$ cat src/rtl/fpu_result_stage_pkg.sv
// ============================================================================
// Module      : fpu_result_stage_pkg
// Description : Shared FPU constants: result class encoding, fflags bit
//               positions, and the types used by the result stage.
// Revision    : 1.0 - initial release
// ============================================================================
`default_nettype none

package fpu_result_stage_pkg;

  localparam int CLASS_W        = 6;
  localparam int CLASS_BIT_ZERO = 0;
  localparam int CLASS_BIT_SUB  = 1;
  localparam int CLASS_BIT_NORM = 2;
  localparam int CLASS_BIT_INF  = 3;
  localparam int CLASS_BIT_QNAN = 4;
  localparam int CLASS_BIT_SNAN = 5;

  localparam logic [CLASS_W-1:0] CLASS_ZERO = 6'b000001;
  localparam logic [CLASS_W-1:0] CLASS_SUB  = 6'b000010;
  localparam logic [CLASS_W-1:0] CLASS_NORM = 6'b000100;
  localparam logic [CLASS_W-1:0] CLASS_INF  = 6'b001000;
  localparam logic [CLASS_W-1:0] CLASS_QNAN = 6'b010000;
  localparam logic [CLASS_W-1:0] CLASS_SNAN = 6'b100000;

  localparam int FFLAG_NV = 4;
  localparam int FFLAG_DZ = 3;
  localparam int FFLAG_OF = 2;
  localparam int FFLAG_UF = 1;
  localparam int FFLAG_NX = 0;

  typedef logic [4:0] fflags_t;

  typedef struct packed {
    logic [31:0] result;
    logic [4:0]  rd;
    fflags_t     flags;
  } rs_entry_t;

  typedef enum logic [1:0] {
    ST_EMPTY = 2'd0,
    ST_ONE   = 2'd1,
    ST_FULL  = 2'd2
  } rs_state_e;

endpackage

`default_nettype wire

$ cat src/rtl/fpu_result_stage_flag_gen.sv
// ============================================================================
// Module      : fpu_flag_gen
// Description : Combinational IEEE exception flag derivation for a
//               multiply result, from its class and the operand summary.
// Revision    : 1.0 - initial release
// ============================================================================
`default_nettype none

module fpu_flag_gen
  import fpu_result_stage_pkg::*;
(
  input  logic [CLASS_W-1:0] class_i,
  input  logic [23:0]        sig_lo_i,
  input  logic               opNaN_i,
  input  logic               opSNaN_i,
  input  logic               opInf_i,
  input  logic               opZero_i,
  output fflags_t            flags_o
);

  logic nv, of, nx, uf, zero_from_nonzero;
  logic unused_snan_class;

  // A zero result without a zero operand can only come from underflow.
  assign zero_from_nonzero = class_i[CLASS_BIT_ZERO] & ~opZero_i;

  assign nv = opSNaN_i | (class_i[CLASS_BIT_QNAN] & ~opNaN_i);
  assign of = class_i[CLASS_BIT_INF] & ~opInf_i;
  assign nx = of
            | ((class_i[CLASS_BIT_NORM] | class_i[CLASS_BIT_SUB]) & (|sig_lo_i))
            | zero_from_nonzero;
  assign uf = nx & (class_i[CLASS_BIT_SUB] | zero_from_nonzero);

  assign unused_snan_class = class_i[CLASS_BIT_SNAN];

  always_comb begin
    flags_o           = '0;
    flags_o[FFLAG_NV] = nv;
    flags_o[FFLAG_DZ] = 1'b0;
    flags_o[FFLAG_OF] = of;
    flags_o[FFLAG_UF] = uf;
    flags_o[FFLAG_NX] = nx;
  end

endmodule

`default_nettype wire

$ cat src/rtl/fpu_result_stage.sv
// ============================================================================
// Module      : fpu_result_stage
// Description : FPU multiply result stage: flag generation, 2-entry elastic
//               buffer (main + skid) and sticky fflags register.
//               FPU_FFLAGS_ACCUM_EN enables the sticky fflags / CSR path.
// Revision    : 1.0 - initial release
// ============================================================================
`default_nettype none

module fpu_result_stage
  import fpu_result_stage_pkg::*;
(
  input  logic               clk_i,
  input  logic               rst_i,
  input  logic               valid_i,
  output logic               ready_o,
  input  logic [31:0]        result_i,
  input  logic [CLASS_W-1:0] class_i,
  input  logic [47:0]        sig_i,
  input  logic               opNaN_i,
  input  logic               opSNaN_i,
  input  logic               opInf_i,
  input  logic               opZero_i,
  input  logic [4:0]         rd_i,
  output logic               valid_o,
  input  logic               ready_i,
  output logic [31:0]        result_o,
  output logic [4:0]         rd_o,
  output fflags_t            flags_o,
  input  logic               fflagsWe_i,
  input  fflags_t            fflagsWdata_i,
  output fflags_t            fflags_o
);

  rs_state_e state_q, state_d;
  rs_entry_t main_q, main_d, skid_q, skid_d, in_entry;
  logic      valid_q, valid_d, ready_q, ready_d;
  logic      accept, handshake;
  fflags_t   in_flags;
  logic      unused_sig_hi;

  assign unused_sig_hi = ^sig_i[47:24];

  fpu_flag_gen u_flag_gen (
    .class_i  (class_i),
    .sig_lo_i (sig_i[23:0]),
    .opNaN_i  (opNaN_i),
    .opSNaN_i (opSNaN_i),
    .opInf_i  (opInf_i),
    .opZero_i (opZero_i),
    .flags_o  (in_flags)
  );

  assign in_entry  = '{result: result_i, rd: rd_i, flags: in_flags};
  assign accept    = valid_i & ready_q;
  assign handshake = valid_q & ready_i;

  always_comb begin
    state_d = state_q;
    main_d  = main_q;
    skid_d  = skid_q;
    case (state_q)
      ST_EMPTY: begin
        if (accept) begin
          main_d  = in_entry;
          state_d = ST_ONE;
        end
      end
      ST_ONE: begin
        case ({accept, handshake})
          2'b11: main_d = in_entry;
          2'b10: begin
            skid_d  = in_entry;
            state_d = ST_FULL;
          end
          2'b01: state_d = ST_EMPTY;
          default: ;
        endcase
      end
      ST_FULL: begin
        // ready_o is low here, so only a drain can happen.
        if (handshake) begin
          main_d  = skid_q;
          state_d = ST_ONE;
        end
      end
      default: state_d = ST_EMPTY;
    endcase
    valid_d = (state_d != ST_EMPTY);
    ready_d = (state_d != ST_FULL);
  end

  always_ff @(posedge clk_i) begin
    if (rst_i) begin
      state_q <= ST_EMPTY;
      main_q  <= '0;
      skid_q  <= '0;
      valid_q <= 1'b0;
      ready_q <= 1'b1;
    end else begin
      state_q <= state_d;
      main_q  <= main_d;
      skid_q  <= skid_d;
      valid_q <= valid_d;
      ready_q <= ready_d;
    end
  end

  assign valid_o  = valid_q;
  assign ready_o  = ready_q;
  assign result_o = main_q.result;
  assign rd_o     = main_q.rd;
  assign flags_o  = main_q.flags;

`ifdef FPU_FFLAGS_ACCUM_EN
  fflags_t fflags_q, fflags_d;

  // The retiring op's flags are OR-ed on top of any same-cycle CSR write.
  always_comb begin
    fflags_d = fflags_q;
    if (fflagsWe_i) fflags_d = fflagsWdata_i;
    if (handshake)  fflags_d = fflags_d | main_q.flags;
  end

  always_ff @(posedge clk_i) begin
    if (rst_i) fflags_q <= '0;
    else       fflags_q <= fflags_d;
  end

  assign fflags_o = fflags_q;
`else
  logic unused_fflags_csr;
  assign unused_fflags_csr = fflagsWe_i ^ (^fflagsWdata_i);
  assign fflags_o          = '0;
`endif

endmodule

`default_nettype wire

$ cat config.mk
export PLATFORM = sky130hd
export DESIGN_NAME = fpu_result_stage
export DESIGN_NICKNAME = d
export VERILOG_FILES = /design/src/rtl/fpu_result_stage_pkg.sv /design/src/rtl/fpu_result_stage_flag_gen.sv /design/src/rtl/fpu_result_stage.sv
export SDC_FILE = /design/constraint.sdc
export NUM_CORES = 1
export LEC_CHECK = 0
export CORE_AREA = 2 2 112 81
export DETAILED_ROUTE_END_ITERATION = 8
export DIE_AREA = 0 0 114 83
export HOLD_SLACK_MARGIN = 0.02
export PLACE_DENSITY = 0.95
export RECOVER_POWER = 50
export SLEW_MARGIN = 20
export SYNTH_ARGS = -nofsm -noshare
export SYNTH_HDL_FRONTEND = slang
export SYNTH_SLANG_ARGS = --single-unit
$ cat constraint.sdc
create_clock -name clk_i -period 3.1 [get_ports clk_i]
set_input_delay 0.31 -clock clk_i [delete_from_list [all_inputs] [get_ports clk_i]]
set_output_delay 0.31 -clock clk_i [all_outputs]
set_load 0.01 [all_outputs]
Word-level counts from Yosys, hierarchy flattened
Cells that the tools add are included.

word-level totals
  logic and storage cells = 47
  bits of input ports = 105
  output and inout port bits = 49
  register bits after elaboration = 87

operators by class
  bitwise gates (word level) = 15
  equal/unequal tests = 9
  mux-type cells = 8
  reduce and logical (&&, ||, !) cells = 6

operators with widths
  kind                                                                      number
  42-bit two-way mux                                                        3
  42-bit case mux with 3 select lines                                       1
  24-bit OR reduction                                                       1
  1-bit bitwise AND                                                         7
  2-bit == test (second input constant)                                     3
  2-bit inequality test (second input constant)                             3
  2-bit case mux with 3 select lines                                        1
  1-bit bitwise OR                                                          5
  2-bit by 1-bit == test with 1-bit output (second input constant)          2
  2-bit two-way mux                                                         2
  2-bit case mux with 2 select lines                                        1
  4-bit AND reduction                                                       1
  1-bit NOT                                                                 3
  3-bit nonzero test                                                        1
  2-bit zero test                                                           1
  2-bit by 1-bit inequality test with 1-bit output (second input constant)  1
  2-bit AND reduction                                                       1
  2-bit nonzero test                                                        1

Logic depth before layout (Yosys ltp)
Gate-level depths: netlist (run 1).

  depth in word-level cells = 7
  mapped depth = 8
  gate-level depth less buffers = 7

Hierarchy
Synthesis (run 1) repeated with hierarchy kept, for this count alone.

unflattened totals
  cells, all modules = 425
  area total of the unflattened synthesis = 3940.0 um2

by module, submodules not included
  module            seq. area each (um2)  times used  cells an instance  area each (um2)
  fpu_result_stage  1761.7                1           403                3793.6
  fpu_flag_gen      0.0                   1           22                 146.4

Worst setup path before layout (run 1)
OpenSTA, ideal clock, no wires.

  path type = reg2reg
  start = reg valid_q, in the netlist valid_o
  end = reg main_q, in the netlist flags_o[0]
  data arrival time = 1550 ps
  path buffers = 1
  stages on the path, launching flop included = 8
  slack = 1438 ps
  clock period less this slack = 1662 ps
  path through = dfxtp_1 nand2_1 inv_1 ha_1 nand3b_1 o221ai_4 buf_6 a2111oi_1

on the way
  word-level cells in the longest chain between the ends = 4
  elaborated cells on any way between the ends = 5
  those cells by class = 3 x eq/ne; 1 x bitwise; 1 x reduce/logical

ends and longest elaborated chain
  what                                                        line                     text
  from (decl)                                                 fpu_result_stage.sv:37   logic valid_q, valid_d, ready_q, ready_d;
  from (signal assigned)                                      fpu_result_stage.sv:104  valid_q <= valid_d;
  1-bit bitwise AND *                                         fpu_result_stage.sv:56   assign handshake = valid_q & ready_i;
  2-bit == test                                               fpu_result_stage.sv:70   case ({accept, handshake})
  2-bit by 1-bit inequality test with 1-bit output (no line)  n/a
  4-bit AND reduction (no line) *                             n/a
  to (signal assigned)                                        fpu_result_stage.sv:102  main_q <= main_d;
  to (decl)                                                   fpu_result_stage.sv:36   rs_entry_t main_q, main_d, skid_q, skid_d, in_entry;

Mark *: on every way between the ends. The rest lies on a longest branch, timed or not.
A chain may end at the register's enable or synchronous reset.

Worst setup path after layout (run 1)
  start = in ready_i
  end = reg skid_q[21] (netlist bit)

on the way
  word-level cells in the longest chain between the ends = 3

ends and longest elaborated chain
  what                           line                     text
  from (decl)                    fpu_result_stage.sv:26   input logic ready_i,
  1-bit bitwise AND              fpu_result_stage.sv:56
  2-bit == test                  fpu_result_stage.sv:70
  2-bit AND reduction (no line)  n/a
  to (signal assigned)           fpu_result_stage.sv:103  skid_q <= skid_d;
  to (decl)                      fpu_result_stage.sv:36

No other way between the ends.

==> impl_metrics.yaml, run 1 <==
placement:
  hpwl_um: 6479
  place.gp.congestion: 0.7829
  portBuffers: 116
  dp_cells: 649
  place_area_um2: 4995
setup_path:
  worst-r2r-cell-count: 5
  endpoint: "skid_q[21]"
  critPathLaunch: "ready_i"
  reg2reg_from: "state_q[0]"
  critPathMaxStageDelay_ps: 770
  reg2reg_slack_ps: 950
  r2r_end: "skid_q[21]"
  cp_max_fo: 21
  end_kind: "flop"
  timing.critical_path.from_type: "input pin"
  worst-setup-path-type: "in -> reg"
  crit_slowest_cell: "clkbuf_1"
  worstPathArrival_ps: 2490
  crit_required_ps: 3350
  crit_chain: "dlygate4sd3_1 > nand2_1 > ha_1 > and2_0 > clkbuf_1 > nand2_1 > a21oi_1"
  crit_top_cell: "nand2_1"
cts:
  tritoncts: "done"
  ctsResizeCount: 0
  cts_sinks: 86
  post_cts_buffers: 0
  clk_transition_reported_paths_ps: 60
  cts_root_buf: "clkbuf_16"
  clockBufferDepth: 2
  numCtsBuffers: 9
  clk_latency_ps: 330
  hold_buffers: 0
  cts_htree_levels: 3
synthesis:
  ys_seq_elements: 86
  synth_ff_type: "dfxtp_1"
  synth_edf_count: 0
  async_flop_share: 0
  avgSynthCellArea_um2: 8.444
  ys_warn_count: 0
  ys_seq_area_frac: 0.4452
  yosysUniqueCellTypes: 33
  syn_inst: 458
  syn_area_um2: 3867
worst_hold_path:
  hp-class: "reg -> reg"
global_routing:
  grt_max_degree: 80
  grt_pass1_vias: 3436
  grtUsageTotal: 0.1993
  antenna_found_initial: 0
  grt-ovfl-total: 0
  grt_pass1_wl_um: 15530
finish:
  area_delta_synth_final_pct: 36.33
  final_common_cell: "nand2_1"
  n_antenna_cell: 0
  fin_nets: 662
  stdcell_count: 665
  layout-drive-gt1-share: 0.1196
  final_cell_mix: "nand2_1, dfxtp_1, clkdlybuf4s50_1"
  fin_area_um2: 5273
die:
  placementRows: 28
  start_util: 0.4638
  core_um2: 8338
  ios: 154
  die_h_um: 83
  design.die.area_um2: 9462
  die_x_um: 114
drt:
  drcViolationCount: 0
  dr.pass1.iters: 4
  avgRoutedWirePerCell_um: 13.99
  via_count: 3498
  post_drt_via_cell_ratio: 5.260
  postRouteAntennaNets: 0
  drt-total-wl_um: 9303
  drt_iter0_drc: 207
sta:
  fmax_mhz: 447.4
  slew_viol_final: 0
  finalSetupViolCount: 0
  grt_setup_unrepaired: "false"
  finalCritPeriodShare: 0.7210
  max_slew.worst_pin.slew_ps: 1030
  relSlewSlack: 0.3137
  hold_viol_final: 0
  finalSetupTns_ps: 0
  fin_crit_ps: 2235
  skew_ps: 3.806
power:
  finalPower_w: 0.002827
  peakVddDrop_uv: 282.8
  p_per_area_nw_per_um2: 536.1
  p_leak_nw: 1.960
run_status:
  status: "finished, final reports clean"
flow_run:
  cap_violations: 0
==> cell type report <==
class,instances,area (µm²)
Fill cell,693,3065
Multi-Input combinational cell,331,1899
Sequential cell,86,1722
Timing Repair Buffer,124,1224
Clock buffer,10,239.0
Tap cell,105,131.4
Clock inverter,6,46.29
Inverter,3,11.26
==> flip-flops by register name (all words and copies together), names as in the netlist <==
signal and cells:
state_q 2, flags_o 4, rd_o 5, skid_q 41, ready_o 1, result_o 32, valid_o 1
==> worst max-delay path: cells and delay by family <==
| kind | cells | cell delay [ps] |
|---|---|---|
| buffers and inverters | 2 | 1320 |
| and+or+nand+nor | 3 | 480 |
| adders and majority gates | 1 | 200 |
| AOI/OAI and AO/OA | 1 | 160 |
==> routing by layer <==
metal	part of all wire	wire [µm]	track usage	vias up
li1	-	-	-	1749
met1	0.42	3944	0.2316	1624
met3	0.059	546	0.05547	14
met2	0.50	4680	0.3582	111
met4	0.014	132	0.05322	0
met5	0	0	0	-
==> how the worst min path moves through the flow <==
| stage | depth (start not counted) | end | slack, ps | start |
|---|---|---|---|---|
| 2_1_floorplan | 2 | skid_q[1] | 440 | skid_q[1] |
| 6_report | 2 | skid_q[28] | 450 | skid_q[28] |
| 3_5_place_dp | 2 | skid_q[9] | 450 | skid_q[9] |
| 4_1_cts | 2 | skid_q[9] | 460 | skid_q[9] |
| 3_3_place_gp | 2 | skid_q[37] | 440 | skid_q[37] |
| 5_1_grt | 2 | skid_q[27] | 470 | skid_q[27] |
==> stage by stage <==
stage / setup WS [ps] / utilization / hold slack (ps)
after global placement: 757.6 / 0.5990 / 441.3
after detailed placement: 695.5 / 0.5990 / 446.7
final: 865.0 / 0.6324 / 452.9
after global routing: 643.2 / 0.6324 / 472.2
after CTS: 1000 / 0.6333 / 455.5
after floorplan: 1438 / - / 436.5
==> report_power, final <==
part	internal (W)	switching, W	total [W]
combinational	0.000288	0.000289	0.000577
clock	0.000568	0.000436	0.00100
sequential	0.00120	0.0000494	0.00125
==> cells in the mapped netlist, types with 2 or more instances <==
library cell    n  share of area
nand2_1       153           0.15
dfxtp_1        86           0.45
a21oi_1        47          0.061
nor2_1         44          0.043
a311oi_2       37           0.14
clkbuf_1       20          0.019
buf_6           9          0.026
buf_2           7         0.0091
buf_4           7          0.014
nand2b_1        6         0.0097
nor4_1          6         0.0097
nand3b_1        4         0.0078
inv_1           3         0.0029
o211ai_1        3         0.0058
a31oi_1         2         0.0032
and2_1          2         0.0032
ha_1            2         0.0065
nand3_1         2         0.0026
nand4_1         2         0.0032
nor2b_1         2         0.0032
o21ai_0         2         0.0026
==> logic make-up after synthesis <==
logic type,synth area share
simple gates,0.2339
flops,0.4452
buf+inv,0.07117
compound gates,0.2423
fa+ha+maj,0.006469
other cells,0.0009696
No activity file was read; power rests on OpenSTA's default activity.
==> run 2: changes to the inputs <==
--- a/config.mk
+++ b/config.mk
@@ -5,11 +5,11 @@
 export SDC_FILE = /design/constraint.sdc
 export NUM_CORES = 1
 export LEC_CHECK = 0
-export CORE_AREA = 2 2 112 81
+export CORE_AREA = 2 2 116 84
 export DETAILED_ROUTE_END_ITERATION = 8
-export DIE_AREA = 0 0 114 83
+export DIE_AREA = 0 0 118 86
 export HOLD_SLACK_MARGIN = 0.02
-export PLACE_DENSITY = 0.95
+export PLACE_DENSITY = 0.89
 export RECOVER_POWER = 50
 export SLEW_MARGIN = 20
 export SYNTH_ARGS = -nofsm -noshare
==> constraint.sdc (replaced) <==
create_clock -name clk_i -period 2.1 [get_ports clk_i]
set_input_delay 0.21 -clock clk_i [delete_from_list [all_inputs] [get_ports clk_i]]
set_output_delay 0.21 -clock clk_i [all_outputs]
set_load 0.01 [all_outputs]
==> impl_metrics.yaml, run 2 (synthesized netlist as in run 1, its figures left out) <==
run_status:
  status: "finished, final reports clean"
global_routing:
  grtUsageTotal: 0.2011
  grt_max_degree: 51
  antenna_found_initial: 0
  grt-ovfl-total: 0
  grt_pass1_vias: 3594
  grt_pass1_wl_um: 16620
die:
  design.die.area_um2: 10150
  die_x_um: 118
  start_util: 0.4315
  die_h_um: 86
  placementRows: 29
  ios: 154
  core_um2: 8962
worst_hold_path:
  hold_path_depth: 2
  hp-class: "in -> reg"
power:
  power_frac_seq: 0.430
  p_per_area_nw_per_um2: 793.9
  p_leak_nw: 2.014
  p_sw_frac: 0.2603
  p_comb_frac: 0.208
  peakVddDrop_uv: 441.5
  p_clk_frac: 0.362
  internal-power_w: 0.003162
  p_sw_w: 0.001113
drt:
  dr.pass1.iters: 4
  drt-total-wl_um: 9753
  post_drt_via_cell_ratio: 5.170
  avgRoutedWirePerCell_um: 14.16
  drcViolationCount: 0
  via_count: 3562
  dr_wl_met3_um: 553
  wl_met1_um: 4048
  postRouteAntennaNets: 0
  drt_iter0_drc: 238
  route.met2.wl_um: 5031
  top_layer_used: "met4"
sta:
  skew_ps: 4.191
  grt_setup_unrepaired: "false"
  max_slew.worst_pin.slew_ps: 661.6
  finalCritPeriodShare: 0.8862
  relSlewSlack: 0.5589
  slew_viol_final: 0
  fin_crit_ps: 1861
  hold_ws_ps: 374.6
  hold_viol_final: 0
  fmax_mhz: 537.4
  finalSetupViolCount: 0
  postLayoutSetupSlackWorst_ps: 239.0
cts:
  cts_htree_levels: 3
  cts_root_buf: "clkbuf_16"
  clk_latency_ps: 330
  numCtsBuffers: 9
  post_cts_buffers: 0
  clk_transition_reported_paths_ps: 60
  hold_buffers: 0
  cts_sinks: 86
  tritoncts: "done"
  ctsResizeCount: 0
  clockBufferDepth: 2
finish:
  utilization: 0.6007
  area_delta_synth_final_pct: 39.21
  largest_register: "skid_q"
  regArea_um2: 1722
  multi_input_area_um2: 1899
  layout-drive-gt1-share: 0.1292
  fin_nets: 668
  final_common_cell: "nand2_1"
  fillers: 786
  largest_register_ff_count: 41
  final_cell_mix: "nand2_1, dfxtp_1, clkdlybuf4s50_1"
  n_antenna_cell: 0
  fin_area_um2: 5384
setup_path:
  worst-r2r-cell-count: 5
  worstPathArrival_ps: 2100
  cp_max_fo: 22
  worst-setup-path-type: "in -> reg"
  crit_slowest_cell: "clkdlybuf4s50_1"
  critPathTopFamily: "buffers and inverters"
  timing.critical_path.from_type: "input pin"
  critPathMaxStageDelay_ps: 510
  cp.depth: 8
  crit_chain: "clkdlybuf4s50_1 > and2_0 > ha_1 > nand3b_1 > o221ai_4 > buf_12 > nor2_1 > a311oi_2"
  crit_required_ps: 2340
  path_buf_inv: 2
  end_kind: "flop"
placement:
  place_area_um2: 5126
  hpwl_um: 6745
  portBuffers: 116
  pre_cts_ws_ps: -69.47
  place.gp.congestion: 0.7876
flow_run:
  cap_violations: 0
==> run 2: cell type report <==
class                           count  area share
Clock buffer                       11     0.04508
Clock inverter                      4    0.008831
Sequential cell                    86      0.3198
Timing Repair Buffer              130      0.2426
Multi-Input combinational cell    331      0.3528
Inverter                            3    0.002092
Tap cell                          124     0.02882
==> run 2: metal layers <==
layer	vias up	track usage
met3	12	0.05785
met1	1695	0.2305
met5	-	0
met2	103	0.3673
met4	0	0.06024
li1	1752	-
==> run 2: path summary, 6_finish.rpt <==
path         startpoint           to  slack, ps
max             valid_i  result_o[9]        240
min               rst_i   state_q[0]        370
max reg2reg  state_q[1]  result_o[9]        260
min reg2reg  skid_q[19]   skid_q[19]        460
==> run 2: through the flow <==
stage                     cells  total power [W]  setup TNS [ps]
after CTS                   689         0.004367               0
after global placement      674         0.002779               0
final                       689         0.004274               0
after detailed placement    674         0.002815           -1157
after global routing        689         0.004482               0
after floorplan             463         0.002382               0
==> run 2: power by group through the flow <==
stage | clock, W | combinational, W | sequential (W)
floorplan | 0 | 0.000474 | 0.00191
global placement | 0 | 0.000911 | 0.00187
detailed placement | 0 | 0.000940 | 0.00188
CTS | 0.00158 | 0.000944 | 0.00184
global route | 0.00166 | 0.000971 | 0.00185
finish | 0.00155 | 0.000889 | 0.00184
